### config.mk
export PLATFORM = sky130hd
export DESIGN_NAME = ifc_bus_frontend
export DESIGN_NICKNAME = d
export VERILOG_FILES = /design/src/rtl/ifc_pkg.sv /design/src/rtl/ifc_sync2.sv /design/src/rtl/ifc_bus_frontend.sv
export SDC_FILE = /design/constraint.sdc
export NUM_CORES = 1
export LEC_CHECK = 0
export ABC_AREA = 1
export BUFFER_PORTS_ARGS = -buffer_cell sky130_fd_sc_hd__buf_2
export CORE_MARGIN = 2
export CORE_UTILIZATION = 25
export CTS_CLUSTER_DIAMETER = 60
export DETAILED_ROUTE_END_ITERATION = 10
export PLACE_DENSITY = 0.47
export SYNTH_ARGS = -nofsm -noshare
export SYNTH_HDL_FRONTEND = slang
export SYNTH_SLANG_ARGS = --single-unit
### constraint.sdc
create_clock -name clk -period 2.3 [get_ports clk]
set_input_delay 0.345 -clock clk [delete_from_list [all_inputs] [get_ports clk]]
set_output_delay 0.345 -clock clk [all_outputs]
set_load 0.1 [all_outputs]
### src/rtl/ifc_pkg.sv
`timescale 1ns/1ps
// Shared definitions for the IFC bus front end: state encoding, default
// sizing and the watchdog counter width.
package ifc_pkg;

  localparam int unsigned IFC_ADDR_W_DEF = 16;
  localparam int unsigned IFC_TMO_DEF    = 255;
  localparam int unsigned IFC_WDOG_W     = 8;

  typedef enum logic [1:0] {
    ST_IDLE = 2'd0,
    ST_ADDR = 2'd1,
    ST_DATA = 2'd2,
    ST_HOLD = 2'd3
  } ifc_state_e;

endpackage

### src/rtl/ifc_sync2.sv
`timescale 1ns/1ps
// Two-flop synchronizer, width-parameterised, async active-low reset.
module ifc_sync2 #(
  parameter int unsigned WIDTH = 1
) (
  input  logic             clk,
  input  logic             rst_n,
  input  logic [WIDTH-1:0] d,
  output logic [WIDTH-1:0] q
);

  logic [WIDTH-1:0] r_meta;
  logic [WIDTH-1:0] r_sync;

  // Metastability chain: first flop may go metastable, second resolves it.
  always_ff @(posedge clk or negedge rst_n) begin
    if (!rst_n) begin
      r_meta <= '0;
      r_sync <= '0;
    end else begin
      r_meta <= d;
      r_sync <= r_meta;
    end
  end

  assign q = r_sync;

endmodule

### src/rtl/ifc_bus_frontend.sv
`timescale 1ns/1ps
// IFC bus front end: samples the muxed IFC address/data bus, latches the
// address, qualifies read/write accesses and launches the burst timer.
// Build option: define IFC_FRONTEND_SYNC_EN to put a 2-flop synchronizer in
// front of the control sample register (3-cycle input latency, ad delayed to
// match); undefined gives a single sample register (1-cycle latency).
//
// state | meaning
// IDLE  | waiting for cs_n=0 with avd=1
// ADDR  | address latched, waiting for avd=0 with we_n or oe_n low
// DATA  | access active, watchdog running, write strobe armed
// HOLD  | one-cycle turnaround back to IDLE
module ifc_bus_frontend
  import ifc_pkg::*;
#(
  parameter int unsigned ADDR_W = IFC_ADDR_W_DEF,
  parameter int unsigned TMO    = IFC_TMO_DEF
) (
  input  logic              clk,
  input  logic              rst_n,
  input  logic              ifc_cs_n,
  input  logic              ifc_avd,
  input  logic              ifc_we_n,
  input  logic              ifc_oe_n,
  input  logic [ADDR_W-1:0] ifc_ad,
  input  logic              burst_flag,
  output logic              start,
  output logic              rw,
  output logic [ADDR_W-1:0] addr,
  output logic [ADDR_W-1:0] wr_data,
  output logic              wr_stb,
  output logic              rd_req,
  output logic              err,
  output logic              busy
);

  localparam logic [IFC_WDOG_W-1:0] TMO_LIM = IFC_WDOG_W'(TMO);

  logic [3:0]        w_ctl_in;
  logic [3:0]        w_ctl_pre;
  logic [ADDR_W-1:0] w_ad_pre;
  logic [3:0]        r_ctl;
  logic [ADDR_W-1:0] r_ad;

  assign w_ctl_in = {ifc_cs_n, ifc_avd, ifc_we_n, ifc_oe_n};

`ifdef IFC_FRONTEND_SYNC_EN
  logic [ADDR_W-1:0] r_ad_d1;
  logic [ADDR_W-1:0] r_ad_d2;

  ifc_sync2 #(.WIDTH(4)) u_sync (
    .clk   (clk),
    .rst_n (rst_n),
    .d     (w_ctl_in),
    .q     (w_ctl_pre)
  );

  // Delay ad by two stages so it stays aligned with the synchronized controls.
  always_ff @(posedge clk or negedge rst_n) begin
    if (!rst_n) begin
      r_ad_d1 <= '0;
      r_ad_d2 <= '0;
    end else begin
      r_ad_d1 <= ifc_ad;
      r_ad_d2 <= r_ad_d1;
    end
  end

  assign w_ad_pre = r_ad_d2;
`else
  assign w_ctl_pre = w_ctl_in;
  assign w_ad_pre  = ifc_ad;
`endif

  // Sample register: the FSM only ever looks at these registered copies.
  always_ff @(posedge clk or negedge rst_n) begin
    if (!rst_n) begin
      r_ctl <= '0;
      r_ad  <= '0;
    end else begin
      r_ctl <= w_ctl_pre;
      r_ad  <= w_ad_pre;
    end
  end

  logic w_cs_n, w_avd, w_we_n, w_oe_n, w_conflict;

  assign w_cs_n     = r_ctl[3];
  assign w_avd      = r_ctl[2];
  assign w_we_n     = r_ctl[1];
  assign w_oe_n     = r_ctl[0];
  assign w_conflict = !w_we_n && !w_oe_n;

  ifc_state_e              r_state, w_state_nxt;
  logic                    r_start, r_rd_req, r_wr_stb, r_err, r_rw, r_wr_done;
  logic [ADDR_W-1:0]       r_addr, r_wr_data;
  logic [IFC_WDOG_W-1:0]   r_wdog, w_wdog_inc;
  logic                    w_start_nxt, w_rd_req_nxt, w_wr_stb_nxt, w_err_nxt;
  logic                    w_rw_nxt, w_wr_done_nxt;
  logic [ADDR_W-1:0]       w_addr_nxt, w_wr_data_nxt;
  logic [IFC_WDOG_W-1:0]   w_wdog_nxt;

  assign w_wdog_inc = r_wdog + 1'b1;

  // State register.
  always_ff @(posedge clk or negedge rst_n) begin
    if (!rst_n) begin
      r_state <= ST_IDLE;
    end else begin
      r_state <= w_state_nxt;
    end
  end

  // Next state and next register values; pulses default low every cycle.
  always_comb begin
    w_state_nxt   = r_state;
    w_start_nxt   = 1'b0;
    w_rd_req_nxt  = 1'b0;
    w_wr_stb_nxt  = 1'b0;
    w_err_nxt     = 1'b0;
    w_rw_nxt      = r_rw;
    w_addr_nxt    = r_addr;
    w_wr_data_nxt = r_wr_data;
    w_wdog_nxt    = r_wdog;
    w_wr_done_nxt = r_wr_done;
    case (r_state)
      ST_IDLE: begin
        if (!w_cs_n && w_avd) begin
          w_state_nxt = ST_ADDR;
          w_addr_nxt  = r_ad;
        end
      end
      ST_ADDR: begin
        if (w_conflict) begin
          w_err_nxt   = 1'b1;
          w_state_nxt = ST_HOLD;
        end else if (w_cs_n) begin
          w_state_nxt = ST_IDLE;
        end else if (!w_avd && !w_we_n) begin
          w_state_nxt   = ST_DATA;
          w_rw_nxt      = 1'b0;
          w_start_nxt   = 1'b1;
          w_wdog_nxt    = '0;
          w_wr_done_nxt = 1'b0;
        end else if (!w_avd && !w_oe_n) begin
          w_state_nxt   = ST_DATA;
          w_rw_nxt      = 1'b1;
          w_start_nxt   = 1'b1;
          w_rd_req_nxt  = 1'b1;
          w_wdog_nxt    = '0;
          w_wr_done_nxt = 1'b0;
        end
      end
      ST_DATA: begin
        w_wdog_nxt = w_wdog_inc;
        if (w_conflict) begin
          w_err_nxt   = 1'b1;
          w_state_nxt = ST_HOLD;
        end else if (w_cs_n) begin
          w_state_nxt = ST_HOLD;
        end else if (w_wdog_inc == TMO_LIM) begin
          w_err_nxt   = 1'b1;
          w_state_nxt = ST_HOLD;
        end
        // Only the first burst_flag of a write access strobes the data out.
        if (!w_conflict && !r_rw && burst_flag && !r_wr_done) begin
          w_wr_data_nxt = r_ad;
          w_wr_stb_nxt  = 1'b1;
          w_wr_done_nxt = 1'b1;
        end
      end
      ST_HOLD: begin
        w_state_nxt = ST_IDLE;
      end
      default: begin
        w_state_nxt = ST_IDLE;
      end
    endcase
  end

  // Output, latch and watchdog registers.
  always_ff @(posedge clk or negedge rst_n) begin
    if (!rst_n) begin
      r_start   <= 1'b0;
      r_rd_req  <= 1'b0;
      r_wr_stb  <= 1'b0;
      r_err     <= 1'b0;
      r_rw      <= 1'b0;
      r_addr    <= '0;
      r_wr_data <= '0;
      r_wdog    <= '0;
      r_wr_done <= 1'b0;
    end else begin
      r_start   <= w_start_nxt;
      r_rd_req  <= w_rd_req_nxt;
      r_wr_stb  <= w_wr_stb_nxt;
      r_err     <= w_err_nxt;
      r_rw      <= w_rw_nxt;
      r_addr    <= w_addr_nxt;
      r_wr_data <= w_wr_data_nxt;
      r_wdog    <= w_wdog_nxt;
      r_wr_done <= w_wr_done_nxt;
    end
  end

  assign start   = r_start;
  assign rd_req  = r_rd_req;
  assign wr_stb  = r_wr_stb;
  assign err     = r_err;
  assign rw      = r_rw;
  assign addr    = r_addr;
  assign wr_data = r_wr_data;
  assign busy    = (r_state != ST_IDLE);

endmodule

After elaboration in Yosys (flattened, before gate mapping). Cells that the tools add are included.

Add/sub/neg operators: 1. $mul: 0. Divide/modulo/power cells: 0. Magnitude comparators: 0. Equal/unequal tests: 11. Shift-type cells: 0. Mux-type cells: 38. Bitwise operators: 2. Reduce and logical (&&, ||, !) cells: 24.

Operators by type and width (count): 8-bit two-way mux (4); 1-bit two-way mux (22); 2-bit two-way mux (8); 8-bit case mux with 2 select lines (1); 8-bit by 1-bit adder with 8-bit output (second input constant) (1); 8-bit equality test (second input constant) (1); 2-bit inequality test (second input constant) (4); 2-bit case mux with 4 select lines (1); 4-bit AND reduction (2); 1-bit logical AND (7); 1-bit zero test (7); 2-bit nonzero test (3); 5-bit inequality test (second input constant) (1); 5-bit AND reduction (1); 2-bit equality test (second input constant) (2); 4-bit inequality test (second input constant) (1); 1-bit case mux with 2 select lines (2); 2-bit AND reduction (2); 3-bit inequality test (second input constant) (1); 3-bit AND reduction (1); 2-bit by 1-bit equality test with 1-bit output (second input constant) (1); 2-bit zero test (1); 1-bit inverter (2).

Flip-flop bits (word level): 68. Latch bits: 0. Bits in writable memories: 0. Bits in read-only memories: 0. Input port bits: 23. Output and inout bits: 38. Memories: 0.

Depth between registers and ports, before layout. Gate-level depths: netlist (run 1).

Depth in word-level cells: 8. Gate-level depth with buffers: 13. Mapped depth without buffers: 13.

Least setup slack after synthesis (run 1). Ideal clock, no wire load.

Path type: reg2reg. Start point: reg r_rw, in the netlist rw. End point: reg r_wr_data[14], in the netlist wr_data[14]. Arrival: 1.631 ns. Required time: 2.165 ns. Setup slack: 0.534 ns. Cell stages (with the launch flop): 5. Buffers on the path: 1. Period minus slack after synthesis: 1.766 ns. Cells stage by stage: dfrtp_1 -> nor3_1 -> nand3_1 -> clkbuf_1 -> o21ai_0.

Cells in the longest elaborated chain, start to end: 5.

Ends and longest elaborated chain: from (decl) (RTL line ifc_bus_frontend.sv:95) `logic r_start, r_rd_req, r_wr_stb, r_err, r_rw, r_wr_done;`; from (signal assigned) (RTL line ifc_bus_frontend.sv:198) `r_rw <= w_rw_nxt;`; 1-bit zero test (RTL line ifc_bus_frontend.sv:166) `if (!w_conflict && !r_rw && burst_flag && !r_wr_done) begin`; 1-bit logical AND (3 in a row) (RTL line ifc_bus_frontend.sv:166); 2-bit AND reduction (no line); to (signal assigned) (RTL line ifc_bus_frontend.sv:200) `r_wr_data <= w_wr_data_nxt;`; to (decl) (RTL line ifc_bus_frontend.sv:96) `logic [ADDR_W-1:0] r_addr, r_wr_data;`.

No other way between the ends. A chain may end at the register's enable or synchronous reset.

Worst setup path after layout (run 1).
Start point: reg r_state[0]. End point: out busy.

Cells in the longest elaborated chain, start to end: 1.

Ends and longest elaborated chain: from (decl) (RTL line ifc_bus_frontend.sv:94) `ifc_state_e r_state, w_state_nxt;`; from (signal assigned) (RTL line ifc_bus_frontend.sv:110) `r_state <= w_state_nxt;`; 2-bit nonzero test (RTL line ifc_bus_frontend.sv:213) `assign busy = (r_state != ST_IDLE);`; to (decl) (RTL line ifc_bus_frontend.sv:34) `output logic busy`.

No other way between the ends.

==> run metrics, run 1 <==
status complete, no violations; Clock Latency Late Sink between 0.3 and 0.4 ns; CTS tree built; cell mode on critical path inv_1; Max Root-Sink Buffers 2; WP buf/inv 3; first-pass GRT wire length 9690 um; final wirelength about 5500 um; Avg WL per Cell between 10 and 15 um; Tmin final around 2 ns; initial antenna violation count 0; worst hold stages 1; crit path DAT 1.63 ns; EDFF count, synth 0; DRC Markers 0; Post-Syn Area 2610 um^2; hold_sp ifc_ad[13]; Final Skew around 0.0080 ns; die height approximately 110 um; clk slew on worst S/H paths approximately 0.08 ns; hold_buf cts 1; CP cell instances inv_1 -> ha_1 -> inv_1 -> buf_2; DIE AREA around 11000 um^2; NumNets Final around 360; Fin Setup TNS 0 ns; Critical Path Slowest Stage Cell dfrtp_1; Synth top cells by count dfrtp_1 (68), nand2_1 (65), inv_1 (32); initial core utilization 0.255; synthesized instance count approximately 260; Starting DRT DRC Count 76; Synthesis Warnings 0; setup slack, reg-to-reg 0.63 ns; top_reg_cell synth dfrtp_1; Seq cells post-synth 68; Synth area leaders dfrtp_1 (65%), nand2_1 (9.4%), inv_1 (4.6%), o21ai_1 (4.2%), o21ai_0 (3.3%); RR Startpoint r_state[0]; FP Rows 37; Seq/Total Area, Yosys 0.653; syn nets between 200 and 300; DP HPWL ~3800 um; largest net degree at the start of global routing 33; input/output buffers 60; top cell type's share of synthesized area 0.653; vias in the first global route about 2100; GRT Total Usage 0.110; cts repair resizes 0; Pre-antenna DRT Iters 4; core area a little over 10000 um^2; total grt overflow 0; CTS Buf Count 9; library cells used by synthesis 21; top cell family by delay on the critical path buffers and inverters; Synth Area per Inst roughly 9.9 um^2; top-count cell post-synth dfrtp_1; Slew @ Worst Pin a little under 0.6 ns; Critical Path Max Stage Delay between 0.4 and 0.5 ns; antenna viol nets, final 0; H-Tree Depth 3; Setup CP Type flop to primary output; clock sinks about 70; # diodes 0; Max Freq 507 MHz; Die Wd approximately 110 um; Worst Path Required 1.96 ns; Final period util 0.857; fin. max-slew vios 0; Crit. End Element primary output; area growth from synthesis to layout 28.8%; routed via count ~1900; postcts setup bufs 0; worst r2r dst wr_data[3]; Root Buffer Master clkbuf_8; hold crit path type primary input to flop; via/cell ratio between 4 and 5; asr flop ratio synth 1.00; total stage count of the critical path 4; unrepaired setup endpoints after global routing false; Worst setup SP type flop; hold endpoint r_ad[13]; Yosys top cell by area dfrtp_1; Max-slew headroom 0.613; Setup Viol. Count Final 0; worst-path maximum fanout 7; GPL Wtd Cong just under 0.8; R2R cell count 7; Hold Fails Final Rpt 0; maxcap violations 0; IO Count 61; share of layout cells above drive strength 1 0.281
## sequential cells by signal, summed over array words and instances (netlist names), named ones only
| name | count |
|---|---|
| r_wr_done | 1 |
| addr | 16 |
| r_ctl | 4 |
| rw | 1 |
| r_ad | 16 |
| r_wdog | 8 |
| start | 1 |
| rd_req | 1 |
| err | 1 |
| r_state | 1 |
| wr_stb | 1 |
| wr_data | 16 |
## metrics by stage
stage          hold WS (ns)  utilization  instance area (um^2)  setup WS (ns)  instances
2_1_floorplan        0.0494            -                  2610          0.534        262
6_report             0.0989        0.328                  3360          0.328        474
4_1_cts              0.0791        0.328                  3360          0.298        474
3_3_place_gp          0.385        0.302                  3090          0.668        457
5_1_grt              0.0801        0.328                  3360          0.231        474
3_5_place_dp          0.390        0.302                  3090          0.642        457
## worst max-delay path by stage
stage | from | endpoint | slack [ns]
after global routing | r_state[0] | busy | 0.23
final | r_state[0] | busy | 0.33
after floorplan | rw | wr_data[14] | 0.53
after detailed placement | r_state[0] | wr_data[14] | 0.64
after CTS | r_state[0] | busy | 0.30
after global placement | r_state[0] | wr_data[4] | 0.67
## area by class of cell
type                            count  area (um^2)
Clock inverter                      5          106
Sequential cell                    68         1700
Multi-Input combinational cell    154          752
Timing Repair Buffer               66          348
Clock buffer                       11          151
Fill cell                        1058         6870
Tap cell                          136          170
Inverter                           34          128
## per-layer routing
| layer | wire, um | vias to the layer above | share of wire | track usage |
|---|---|---|---|---|
| li1 | - | 975 | - | - |
| met1 | 2670 | 896 | 0.49 | 0.145 |
| met2 | 2390 | 46 | 0.44 | 0.166 |
| met3 | 295 | 11 | 0.054 | 0.0349 |
| met4 | 105 | 0 | 0.019 | 0.0508 |
| met5 | 0 | - | 0 | 0 |
## placed cells by master (no fill, tap or decap)
master         instances
dfrtp_1               68
nand2_1               65
buf_2                 60
inv_1                 32
o21ai_1               22
o21ai_0               17
clkbuf_8              11
nor2_1                 9
nand3_1                8
nor2_2                 6
a21oi_1                6
o22ai_1                5
ha_1                   5
buf_4                  5
nand2_2                4
bufinv_16              3
inv_2                  2
nand4_1                2
nor3_1                 1
xor2_1                 1
a211oi_1               1
nand3_2                1
o21ai_2                1
inv_6                  1
clkinvlp_4             1
dlygate4sd3_1          1
## cells by family after synthesis
| group | count (synthesis) | synth area share |
|---|---|---|
| buf+inv | 40 | 0.0586 |
| compound gates | 52 | 0.105 |
| flops | 68 | 0.653 |
| simple gates | 96 | 0.157 |
| xor+xnor | 1 | 0.00336 |
| fa+ha+maj | 5 | 0.0240 |
Power of run 1 is left out: the tool's default activity adds up to more than one toggle a clock period on the data nets, which glitch-free logic cannot reach.
==> inputs of run 2 (changes only) <==
- RECOVER_POWER: unset -> 100
==> run 2 against run 1 <==
Net effect:
- worst hold slack gained 0.0011 ns
- wire length shrank 0.57%
- critical endpoint unchanged
- critical path type unchanged
- flip-flop and latch count is the same
- sequential share of layout area grew 1.0 points
==> run metrics, run 2 (synthesized netlist as in run 1, its figures left out) <==
status complete, no violations; GPL Wtd Cong 0.795; initial core utilization 0.255; FP Rows 37; Pre-antenna DRT Iters 4; Setup Viol. Count Final 0; IO Count 61; most frequent cells in the layout dfrtp_1 (68), nand2_1 (67), o21ai_0 (37), clkbuf_1 (37), inv_1 (33); most common cell after layout, fill and taps aside dfrtp_1; area growth from synthesis to layout 26.3%; hold endpoint r_ad[13]; hold crit path type primary input to flop; via/cell ratio slightly above 4; cts repair resizes 0; unrepaired setup endpoints after global routing false; worst hold stages 1; Max-slew headroom 0.190; share of layout cells above drive strength 1 0.160; initial antenna violation count 0; Final Skew between 0.008 and 0.009 ns; worst r2r dst wr_data[3]; hold_sp ifc_ad[13]; Avg WL per Cell 11.5 um; Max Root-Sink Buffers 2; total grt overflow 0; crit path DAT around 1.7 ns; Die Wd between 100 and 150 um; fin. max-slew vios 0; Clock Latency Late Sink roughly 0.35 ns; Fin Setup TNS 0 ns; largest net degree at the start of global routing 33; maxcap violations 0; # diodes 0; Max Freq 498 MHz; clock sinks 68; clk slew on worst S/H paths approximately 0.080 ns; Setup CP Type flop to primary output; final wirelength roughly 5400 um; core area about 10000 um^2; Tmin final about 2 ns; worst-path maximum fanout 7; H-Tree Depth 3; DRC Markers 0; Crit. End Element primary output; R2R cell count 6; setup slack, reg-to-reg 0.48 ns; Worst setup SP type flop; die height about 110 um; Hold Fails Final Rpt 0; antenna viol nets, final 0; Root Buffer Master clkbuf_8; input/output buffers 60; CTS tree built; Starting DRT DRC Count between 40 and 50; DIE AREA roughly 11000 um^2; RR Startpoint r_state[0]; first-pass GRT wire length around 9700 um; CTS Buf Count 9; Worst Path Required about 2.0 ns; DP HPWL a little under 4000 um; Slew @ Worst Pin 1.22 ns; vias in the first global route 2071; GRT Total Usage 0.110; Final period util 0.873; routed via count about 1900; NumNets Final approximately 360
## run 2: cell types whose count changed in the layout (fill, tap and decap cells not counted)
cell      delta
clkbuf_2     +5
nand3_2      -1
inv_2        -1
buf_4        -4
nand2_2      -2
o21ai_1     -20
nand2_1      +2
inv_1        +1
buf_2       -38
nand3_1      +1
clkbuf_1    +37
o21ai_0     +20
## run 2: worst max path at each step
| stage | start | end | depth (start not counted) |
|---|---|---|---|
| 6_report | r_state[0] | busy | 4 |
| 3_5_place_dp | r_state[0] | wr_data[14] | 7 |
| 3_3_place_gp | r_state[0] | wr_data[4] | 7 |
| 4_1_cts | r_state[0] | busy | 4 |
| 2_1_floorplan | rw | wr_data[14] | 4 |
| 5_1_grt | r_state[0] | busy | 4 |
## run 2: cell type report
cell class	instances	area [um^2]
Fill cell	1071	6940
Sequential cell	68	1700
Multi-Input combinational cell	154	742
Timing Repair Buffer	66	292
Tap cell	136	170
Clock buffer	11	151
Inverter	34	128
Clock inverter	5	106
## run 2: through the flow
step           utilization  instance area (um^2)  setup WS, ns  hold slack (ns)  std cells
2_1_floorplan            -                  2610         0.534           0.0494        262
3_5_place_dp         0.302                  3090         0.642            0.390        457
6_report             0.322                  3290         0.292            0.100        474
4_1_cts              0.328                  3360         0.298           0.0791        474
5_1_grt              0.322                  3290         0.197           0.0801        474
3_3_place_gp         0.302                  3090         0.668            0.385        457
## run 2: per-layer routing
metal	up-vias	track usage	share of wire
met3	10	0.0349	0.055
met1	899	0.145	0.48
met4	0	0.0508	0.016
li1	973	-	-
met5	-	0	0
met2	47	0.166	0.44
## run 2: what timing repair did
item / CTS / global route
hold endpoints to repair: 6 / 0
hold buffers: 1 / 0
endpoints found under the setup margin: 0 / 0
setup buffers: 0 / 0
## run 2: worst max-delay path, cell delays in order, from the launching register on
cell	delay, ns
dfrtp_1	0.45
inv_1	0.10
ha_1	0.25
inv_1	0.07
clkbuf_2	0.45
Power of run 2 is left out for the same reason.
